===== config.mk =====
export PLATFORM = sky130hd
export DESIGN_NAME = wash_controller
export DESIGN_NICKNAME = d
export VERILOG_FILES = /design/src/rtl/wash_controller.sv
export SDC_FILE = /design/constraint.sdc
export NUM_CORES = 1
export LEC_CHECK = 0
export CAP_MARGIN = 20
export CELL_PAD_IN_SITES_DETAIL_PLACEMENT = 0
export CELL_PAD_IN_SITES_GLOBAL_PLACEMENT = 1
export CORE_MARGIN = 1
export CORE_UTILIZATION = 41
export CTS_CLUSTER_DIAMETER = 40
export DETAILED_ROUTE_END_ITERATION = 16
export PLACE_DENSITY = 0.92
export SYNTH_ARGS = -nofsm -noshare
export SYNTH_HDL_FRONTEND = slang
export SYNTH_SLANG_ARGS = --single-unit

===== constraint.sdc =====
create_clock -name clk -period 3.45 [get_ports clk]
set_input_delay 0.5175 -clock clk [delete_from_list [all_inputs] [get_ports clk]]
set_output_delay 0.5175 -clock clk [all_outputs]
set_load 0.01 [all_outputs]

===== src/rtl/wash_controller.sv =====
// Washing-machine sequencer: fill/wash/drain/rinse/spin phases driven by external phase-timer pulses, with a watchdog.
// Optional build macro PAUSE_EN: door opening in an active phase pauses and restarts the phase instead of faulting.
module wash_controller #(
  parameter int WDOG_LIMIT = 255
) (
  input  logic       clk,
  input  logic       reset,
  input  logic       start,
  input  logic       abort,
  input  logic       door_closed,
  input  logic [1:0] load,
  input  logic       td,
  input  logic       tf,
  input  logic       tr,
  input  logic       ts,
  input  logic       tw,
  output logic       timer_clr,
  output logic [1:0] load_sel,
  output logic       water_valve,
  output logic       agitator,
  output logic       drain_pump,
  output logic       spin_motor,
  output logic       door_lock,
  output logic       done,
  output logic       fault,
  output logic [3:0] state
);

  // state | meaning
  // IDLE  | waiting for start with door closed
  // FILL  | filling for wash
  // WASH  | agitating
  // DRAIN | pumping out; next is RFILL or SPIN depending on rinse_done
  // RFILL | filling for rinse
  // RINSE | agitating rinse
  // SPIN  | final spin with pump on
  // DONE  | cycle complete, wait for start to drop
  // FAULT | watchdog or door fault, exits only on reset
  typedef enum logic [3:0] {
    S_IDLE  = 4'd0,
    S_FILL  = 4'd1,
    S_WASH  = 4'd2,
    S_DRAIN = 4'd3,
    S_RFILL = 4'd4,
    S_RINSE = 4'd5,
    S_SPIN  = 4'd6,
    S_DONE  = 4'd7,
    S_FAULT = 4'd8
  } state_t;

  localparam logic [7:0] WDOG_MAX = 8'(WDOG_LIMIT);

  state_t     cur;
  state_t     nxt;
  logic       rinse_done;
  logic [7:0] wdog;
  logic       active;
  logic       nxt_active;
  logic       set_rinse;
  logic       clr_rinse;
  logic       latch_load;
  logic       hold_pause;
  logic       pulses_ok;
  logic       tf_unused;

  assign active     = (cur >= S_FILL) && (cur <= S_SPIN);
  assign nxt_active = (nxt >= S_FILL) && (nxt <= S_SPIN);
  assign pulses_ok  = !timer_clr;
  assign tf_unused  = tf;
  assign state      = cur;

  // Priority: door condition > abort > timer pulse > watchdog (watchdog only when nothing else moves).
  always_comb begin
    nxt        = cur;
    set_rinse  = 1'b0;
    clr_rinse  = 1'b0;
    latch_load = 1'b0;
    hold_pause = 1'b0;
    if (active && !door_closed) begin
`ifdef PAUSE_EN
      hold_pause = 1'b1;
`else
      nxt = S_FAULT;
`endif
    end else if (active && abort && (cur != S_DRAIN) && (cur != S_SPIN)) begin
      nxt       = S_DRAIN;
      set_rinse = 1'b1;
    end else begin
      case (cur)
        S_IDLE: begin
          if (start && door_closed) begin
            nxt        = S_FILL;
            latch_load = 1'b1;
          end
        end
        S_FILL:  if (tw && pulses_ok) nxt = S_WASH;
        S_WASH:  if (ts && pulses_ok) nxt = S_DRAIN;
        S_DRAIN: if (td && pulses_ok) nxt = rinse_done ? S_SPIN : S_RFILL;
        S_RFILL: if (tw && pulses_ok) nxt = S_RINSE;
        S_RINSE: begin
          if (tr && pulses_ok) begin
            nxt       = S_DRAIN;
            set_rinse = 1'b1;
          end
        end
        S_SPIN:  if (ts && pulses_ok) nxt = S_DONE;
        S_DONE: begin
          if (!start) begin
            nxt       = S_IDLE;
            clr_rinse = 1'b1;
          end
        end
        default: nxt = S_FAULT;
      endcase
      if (active && (nxt == cur) && (wdog >= WDOG_MAX)) nxt = S_FAULT;
    end
  end

  always_ff @(posedge clk) begin
    if (reset) begin
      cur         <= S_IDLE;
      load_sel    <= 2'd0;
      rinse_done  <= 1'b0;
      wdog        <= 8'd0;
      timer_clr   <= 1'b0;
      water_valve <= 1'b0;
      agitator    <= 1'b0;
      drain_pump  <= 1'b0;
      spin_motor  <= 1'b0;
      door_lock   <= 1'b0;
      done        <= 1'b0;
      fault       <= 1'b0;
    end else begin
      cur <= nxt;
      if (latch_load) load_sel <= (load == 2'd3) ? 2'd2 : load;
      if (set_rinse)      rinse_done <= 1'b1;
      else if (clr_rinse) rinse_done <= 1'b0;
      timer_clr <= (nxt != cur) || hold_pause;
      if ((nxt != cur) || hold_pause || !nxt_active) wdog <= 8'd0;
      else                                           wdog <= wdog + 8'd1;
      // Outputs are registered from the next state so they track the state register exactly.
      water_valve <= !hold_pause && ((nxt == S_FILL) || (nxt == S_RFILL));
      agitator    <= !hold_pause && ((nxt == S_WASH) || (nxt == S_RINSE));
      drain_pump  <= !hold_pause && ((nxt == S_DRAIN) || (nxt == S_SPIN) || (nxt == S_FAULT));
      spin_motor  <= !hold_pause && (nxt == S_SPIN);
      door_lock   <= nxt_active;
      done        <= (nxt == S_DONE);
      fault       <= (nxt == S_FAULT);
    end
  end

endmodule


After elaboration in Yosys (flattened, before gate mapping)

Cells that the tools add are included.

Add/sub/neg operators: 1
Magnitude comparators: 5
Eq/ne operators: 20
Mux-type cells: 30
Reduce and logical (&&, ||, !) cells: 24

Operators by type and width:

| operator                                                                         | count |
|---|---|
| 4-bit two-way mux                                                                | 13 |
| 4-bit by 3-bit == test with 1-bit output, second input constant                  | 8 |
| 4-bit case mux with 8 select lines                                               | 1 |
| 4-bit by 2-bit == test with 1-bit output, second input constant                  | 4 |
| 1-bit two-way mux                                                                | 14 |
| 1-bit logical AND                                                                | 13 |
| 8-bit by 1-bit adder with 8-bit output, second input constant                    | 1 |
| 4-bit by 1-bit == test with 1-bit output, second input constant                  | 2 |
| 4-bit by 1-bit >= comparator with 1-bit output, second input constant            | 2 |
| 8-bit >= comparator, second input constant                                       | 1 |
| 4-bit by 3-bit less-or-equal comparator with 1-bit output, second input constant | 2 |
| 1-bit logical OR                                                                 | 5 |
| 4-bit == test                                                                    | 1 |
| 4-bit == test, second input constant                                             | 1 |
| 4-bit zero test                                                                  | 1 |
| 2-bit two-way mux                                                                | 2 |
| 4-bit by 2-bit inequality test with 1-bit output, second input constant          | 1 |
| 4-bit by 3-bit inequality test with 1-bit output, second input constant          | 1 |
| 4-bit inequality test                                                            | 1 |
| 1-bit zero test                                                                  | 3 |
| 2-bit == test, second input constant                                             | 1 |
| 2-bit nonzero test                                                               | 1 |
| 2-bit OR reduction                                                               | 1 |

Register bits after elaboration: 23
Bits of input ports: 12
Output and inout port bits: 14
Word-level logic and storage cells: 92

Depth between registers and ports, before layout

Gate-level depths: netlist of run 1.

Depth in word-level cells: 18
Depth in mapped cells: 10

Worst setup path after synthesis of run 1

Ideal clock, no wire load.

Kind: reg2reg
Start: register cur[0] (netlist: state[0])
End: register drain_pump
Library setup time: 68 ps
Data arrival time: 2330 ps
Required time: 3382 ps
Path slack: 1053 ps
Cell stages (with the launch flop): 10
Path buffers: 2
Period minus slack after synthesis: 2397 ps
Cell sequence: dfxtp_1 buf_4 inv_1 a221o_1 and3_1 buf_6 o21a_4 or4_4 mux2_2 a21oi_2

Word-level cells in the longest chain between the ends: 13

RTL lines:

| what                                                                                                 | RTL line | source |
|---|---|---|
| start: declaration                                                                                   | 53       | `state_t cur;` |
| start signal: assignment                                                                             | 134      | `cur <= nxt;` |
| 4-bit by 3-bit == test with 1-bit output (tied with other cells)                                     | 89       | `case (cur)` |
| 4-bit case mux with 8 select lines                                                                   | 89       |  |
| 4-bit two-way mux                                                                                    | 85       | `end else if (active && abort && (cur != S_DRAIN) && (cur != S_SPIN)) begin` |
| 4-bit two-way mux                                                                                    | 79       | `if (active && !door_closed) begin` |
| 4-bit == test                                                                                        | 115      | `if (active && (nxt == cur) && (wdog >= WDOG_MAX)) nxt = S_FAULT;` |
| 1-bit logical AND (2 in series)                                                                      | 115      |  |
| 4-bit two-way mux                                                                                    | 115      |  |
| 4-bit two-way mux                                                                                    | 85       |  |
| 4-bit two-way mux (*)                                                                                | 79       |  |
| 4-bit by 2-bit == test with 1-bit output or 4-bit by 3-bit == test with 1-bit output (tied branches) | 144      | `drain_pump <= !hold_pause && ((nxt == S_DRAIN) \|\| (nxt == S_SPIN) \|\| (nxt == S_FAULT));` |
| 1-bit logical OR                                                                                     | 144      |  |
| 1-bit logical OR (*)                                                                                 | 144      |  |
| end signal: assignment                                                                               | 144      |  |
| end: declaration                                                                                     | 21       | `output logic drain_pump,` |

Mark *: on every way between the ends. The rest lies on a longest branch, timed or not. The select of a mux whose other input is x is not followed.
A chain may end at the register's enable or synchronous reset.

Final worst setup path of run 1

Start: register cur[0] (netlist: state[0])
End: register wdog[5]

Word-level cells in the longest chain between the ends: 15

RTL lines:

| what                                                                                                                        | RTL line | source |
|---|---|---|
| 4-bit by 3-bit == test with 1-bit output (tied with other cells)                                                            | 89       |  |
| 4-bit case mux with 8 select lines                                                                                          | 89       |  |
| 4-bit two-way mux                                                                                                           | 85       |  |
| 4-bit two-way mux                                                                                                           | 79       |  |
| 4-bit == test                                                                                                               | 115      |  |
| 1-bit logical AND (2 in series)                                                                                             | 115      |  |
| 4-bit two-way mux                                                                                                           | 115      |  |
| 4-bit two-way mux                                                                                                           | 85       |  |
| 4-bit two-way mux                                                                                                           | 79       |  |
| 4-bit by 1-bit >= comparator with 1-bit output or 4-bit by 3-bit less-or-equal comparator with 1-bit output (tied branches) | 67       | `assign nxt_active = (nxt >= S_FILL) && (nxt <= S_SPIN);` |
| 1-bit logical AND                                                                                                           | 67       |  |
| 1-bit zero test                                                                                                             | 139      | `if ((nxt != cur) \|\| hold_pause \|\| !nxt_active) wdog <= 8'd0;` |
| 1-bit logical OR (*)                                                                                                        | 139      |  |
| 2-bit OR reduction (no source line) (*)                                                                                     | n/a      |  |
| end signal: assignment                                                                                                      | 140      | `else wdog <= wdog + 8'd1;` |
| end: declaration                                                                                                            | 56       | `logic [7:0] wdog;` |

Marked as above.

==> impl_metrics.yaml, run 1 <==
status:
  outcome: "complete, no violations"
floorplan:
  num_io_pins: 26
  rows: 20
  fp.dieW_um: 59.65
  initial_utilization_pct: 43.91
  die_y_um: 59.65
  core_um2: 3103
  dieArea_um2: 3558
drt:
  drt_wl_total_um: 3292
  num_vias: 1299
  vias_per_cell: 5.722
  ant_nets: 0
  drc: 0
  drt_iter0_drc: 84
  dr.pass1.iters: 4
  wire_per_inst_um: 14.50
power_and_ir_drop:
  power.density_nw_per_um2: 768.8
  power.total_mw: 1.241
  p_leak_nw: 0.5410
  peakVddDrop_mv: 0.3123
logic_synthesis:
  syn-instance-count: 164
  ys_seq_area_share_pct: 33.79
  synth_nets: 177
  yosysTopAreaCell: "dfxtp_1"
  synth_area_um2: 1363
  synth_cell_type_count: 49
  synth_common_cells: "23 x dfxtp_1, 15 x nor3_1, 14 x nor2_1"
  syn_area_per_cell_um2: 8.308
  synth_edf_count: 0
  synth-seq-cells: 23
  synthTopCellsByArea: "dfxtp_1 34%, nor3_1 5.5%, nor2_1 3.9%"
  synth_most_common_cell: "dfxtp_1"
  async_flop_share_pct: 0
  synth-main-ff-cell: "dfxtp_1"
  yosysTopAreaCellShare_pct: 33.79
  yosys_warnings: 0
final_layout:
  finalInstanceArea_um2: 1614
  fin_nets: 197
  drive_gt1_share_pct: 8.197
  seqCellArea_um2: 460.4
  syn_to_final_growth_pct: 18.46
  utilization_pct: 52.02
  antenna_cells: 0
  multi_input_area_um2: 800.8
  n_fill_cell: 317
clock_network:
  postCtsHoldBufs: 0
  cts_max_level: 1
  cts.sinks: 23
  clk_pin_slew_ns: 0.13
  clk_latency_ns: 0.31
  cts_made_buffers: 3
  cts-resized-gates: 0
  post_cts_buffers: 0
  cts_tree: "done"
  root_buffer: "clkbuf_4"
  clockBufferDepth: 2
sta:
  setup_tns_ns: 0
  finClkSkew_ns: 0.004417
  worst_slew_pin_slew_ns: 0.7363
  finalHoldWorstSlack_ns: 0.4841
  hold_viol: 0
  period_share_pct: 87.79
  period_needed_ns: 3.029
  slew_violations: 0
  fmax_mhz: 330.2
  rsz0062_at_grt: "false"
  setup_viol: 0
  max_slew_margin_pct: 50.87
placed_design:
  port_buffers: 24
  post_dp_cell_area_um2: 1587
  post-dp-hpwl_um: 2419
  gp_congestion: 0.9135
worst_setup_path:
  worstPathMaxFanout: 21
  cp.required_ns: 3.69
  crit_path_start_kind: "flip-flop"
  reg2reg_slack_ns: 0.42
  crit_arrival_ns: 3.27
  path_class: "flip-flop to flip-flop"
  endpoint_kind: "flip-flop"
global_route:
  grt_max_degree: 22
  overflow: 0
  antenna_found_initial: 0
  grt_pass1_wl_um: 5230
  grt_pass1_vias: 1177
  track_usage_pct: 19.28
min_path:
  min_path_type: "flip-flop to flip-flop"
job:
  drv_cap: 0
kinds of logic after synthesis:
group	Yosys count	synth area share, %
simple gates	76	30.49
compound gates	37	19.56
flops	23	33.79
buf+inv	16	7.437
xor+xnor	6	3.857
mux	5	3.948
fa+ha+maj	1	0.9181
flip-flops by register name, summed over array words and instances, names as in the netlist:
| name | count |
|---|---|
| wdog | 8 |
| state | 4 |
| load_sel | 2 |
| agitator | 1 |
| done | 1 |
| door_lock | 1 |
| drain_pump | 1 |
| fault | 1 |
| rinse_done | 1 |
| spin_motor | 1 |
| timer_clr | 1 |
| water_valve | 1 |
per-stage QoR:
step / setup WS [ns] / std cells
after floorplan: 1.053 / 164
after global placement: 0.3583 / 223
after detailed placement: 0.2911 / 223
after CTS: 0.4467 / 227
after global routing: 0.1306 / 227
final: 0.4212 / 227
final cells by class:
cell class / count / area share [%]
Clock buffer: 3 / 1.395
Clock inverter: 1 / 0.3101
Inverter: 6 / 1.395
Multi-Input combinational cell: 125 / 49.61
Sequential cell: 23 / 28.53
Tap cell: 44 / 3.411
Timing Repair Buffer: 25 / 15.35
report_power, final:
part | internal, mW | leakage [nW] | switching, mW
Sequential | 0.318 | 0.187 | 0.0930
Combinational | 0.304 | 0.336 | 0.401
Clock | 0.0434 | 0.0177 | 0.0810
final timing paths:
check	startpoint	to	cells past startpoint
max reg2reg	state[0]	wdog[5]	7
max	state[0]	wdog[5]	7
min reg2reg	rinse_done	rinse_done	2
min	rinse_done	rinse_done	2
worst max-delay path, cell delays in order (launching register included):
cell       delay (ns)
dfxtp_1          0.77
or2b_1           0.30
o22ai_1          0.19
and4_1           0.39
o21ai_0          0.21
a2111oi_0        0.60
o21bai_2         0.24
nor3_1           0.24
cell usage in the layout (no fill, tap or decap), types with 4 or more instances in the layout:
master / instances
clkdlybuf4s50_1: 24
dfxtp_1: 23
nor3_1: 15
nor2_1: 14
nand2_1: 9
a21oi_1: 8
nand3_1: 7
inv_1: 6
and3_1: 6
o21ai_0: 6
nand4_1: 5
o211ai_1: 4
nor2b_1: 4
xnor2_1: 4
layer usage:
metal | vias up | track usage (%) | routed length, µm
met1 | 613 | 24.73 | 1511
li1 | 644 | - | -
met4 | 0 | 8.970 | 71
met3 | 8 | 2.814 | 113
met2 | 34 | 31.75 | 1595
met5 | - | 0 | 0
Power figures use the tool's default switching activity.
==> run 2: changes to the inputs <==
==> constraint.sdc (replaced) <==
create_clock -name clk -period 3.45 [get_ports clk]
set_input_delay 1.035 -clock clk [delete_from_list [all_inputs] [get_ports clk]]
set_output_delay 1.035 -clock clk [all_outputs]
set_load 0.01 [all_outputs]
==> impl_metrics.yaml, run 2 (synthesized netlist as in run 1, its figures left out) <==
clock_network:
  cts_max_level: 1
  post_cts_buffers: 0
  root_buffer: "clkbuf_4"
  cts-resized-gates: 0
  clk_latency_ns: 0.32
  clockBufferDepth: 2
  clk_pin_slew_ns: 0.13
  cts.sinks: 23
  cts_made_buffers: 3
  postCtsHoldBufs: 0
  cts_tree: "done"
sta:
  hold_viol: 0
  slew_violations: 0
  max_slew_margin_pct: 61.37
  period_share_pct: 93.67
  period_needed_ns: 3.232
  finalHoldWorstSlack_ns: 0.4877
  worst_slack_ns: 0.2184
  worst_slew_pin_slew_ns: 0.5787
  setup_viol: 0
  finClkSkew_ns: 0.005883
  fmax_mhz: 309.4
  rsz0062_at_grt: "false"
worst_setup_path:
  crit_path_start_kind: "input pin"
  worst-path-buf-inv: 2
  cpMostUsedCell: "a41oi_1"
  reg2reg_slack_ns: 0.68
  crit_arrival_ns: 3.47
  startpoint: "ts"
  endpoint_kind: "flip-flop"
  reg2reg_from: "state[1]"
  cp_slowest_cell: "a2111oi_1"
  crit_family: "compound AO/OA/AOI/OAI gates"
  worstPathMaxFanout: 9
  cp.required_ns: 3.69
  critPathMaxStageDelay_ns: 0.47
  path_class: "input pin to flip-flop"
  worstPathCellList: "clkdlybuf4s50_1 > nor4bb_1 > a41oi_1 > a41oi_1 > a21oi_1 > a2111oi_1 > buf_4 > o21bai_2 > nor3_1"
placed_design:
  gp_congestion: 0.9406
  post-dp-hpwl_um: 2655
  port_buffers: 24
  dpl_worst_slack_ns: -0.07145
final_layout:
  antenna_cells: 0
  largest_reg_flops: 8
  fin_nets: 214
  regMostFlops: "wdog"
  layout_common_cells: "24 x clkdlybuf4s50_1, 23 x dfxtp_1, 18 x buf_4"
  syn_to_final_growth_pct: 27.92
  drive_gt1_share_pct: 16.00
  final_common_cell: "clkdlybuf4s50_1"
global_route:
  track_usage_pct: 22.45
  antenna_found_initial: 0
  grt_pass1_vias: 1345
  grt_max_degree: 18
  overflow: 0
  grt_pass1_wl_um: 6003
floorplan:
  initial_utilization_pct: 43.91
  die_y_um: 59.65
  rows: 20
  fp.dieW_um: 59.65
  core_um2: 3103
  dieArea_um2: 3558
  num_io_pins: 26
drt:
  wire_per_inst_um: 14.43
  drt_wl_total_um: 3521
  vias_per_cell: 5.545
  num_vias: 1353
  dr.pass1.iters: 4
  ant_nets: 0
  drt_iter0_drc: 60
  drc: 0
min_path:
  hp-start: "rinse_done"
  min_path_type: "flip-flop to flip-flop"
power_and_ir_drop:
  power.density_nw_per_um2: 788.2
  peakVddDrop_mv: 0.4081
  p_leak_nw: 0.6240
job:
  drv_cap: 0
status:
  outcome: "complete, no violations"
## run 2: changes by cell type in the layout (fill, tap and decap cells not counted)
| cell | before | now |
|---|---|---|
| buf_4 | 1 | 18 |
| a2111oi_0 | 3 | 2 |
| a2111oi_1 | 0 | 1 |
## run 2: layout make-up
| type | instances | area, µm² |
|---|---|---|
| Clock buffer | 3 | 22.52 |
| Clock inverter | 1 | 5.005 |
| Fill cell | 316 | 1360 |
| Inverter | 6 | 22.52 |
| Multi-Input combinational cell | 125 | 802.0 |
| Sequential cell | 23 | 460.4 |
| Tap cell | 44 | 55.05 |
| Timing Repair Buffer | 42 | 375.4 |
## run 2: metrics by stage
step	util, %	setup TNS [ns]	instances	cell area [µm²]	power [mW]
floorplan	-	0	164	1363	0.9396
global placement	55.24	0	240	1714	1.209
detailed placement	55.24	-0.3778	240	1714	1.234
CTS	56.13	0	244	1742	1.365
global route	56.17	0	244	1743	1.487
finish	56.17	0	244	1743	1.374
## run 2: path summary, 6_finish.rpt
| kind | end | cells after the start |
|---|---|---|
| worst max-delay path | wdog[0] | 9 |
| worst min-delay path | rinse_done | 2 |
| worst min register to register | rinse_done | 2 |
| worst max register to register | wdog[0] | 8 |
## run 2: power breakdown
group / switching, mW / internal (mW)
Sequential: 0.0788 / 0.318
Clock: 0.0838 / 0.0434
Combinational: 0.453 / 0.397
Total: 0.616 / 0.758
## run 2: worst min-delay path: stages, from the launching register on
cell     delay [ns]
dfxtp_1        0.33
o31ai_1        0.06
a21oi_1        0.06
## run 2: per-layer routing
layer | wire, µm | GRT usage [%] | part of all wire [%] | vias up
met5 | 0 | 0 | 0 | -
met4 | 56 | 6.977 | 1.6 | 0
li1 | - | - | - | 676
met2 | 1724 | 39.68 | 49 | 36
met3 | 148 | 2.597 | 4.2 | 8
met1 | 1592 | 28.30 | 45 | 633
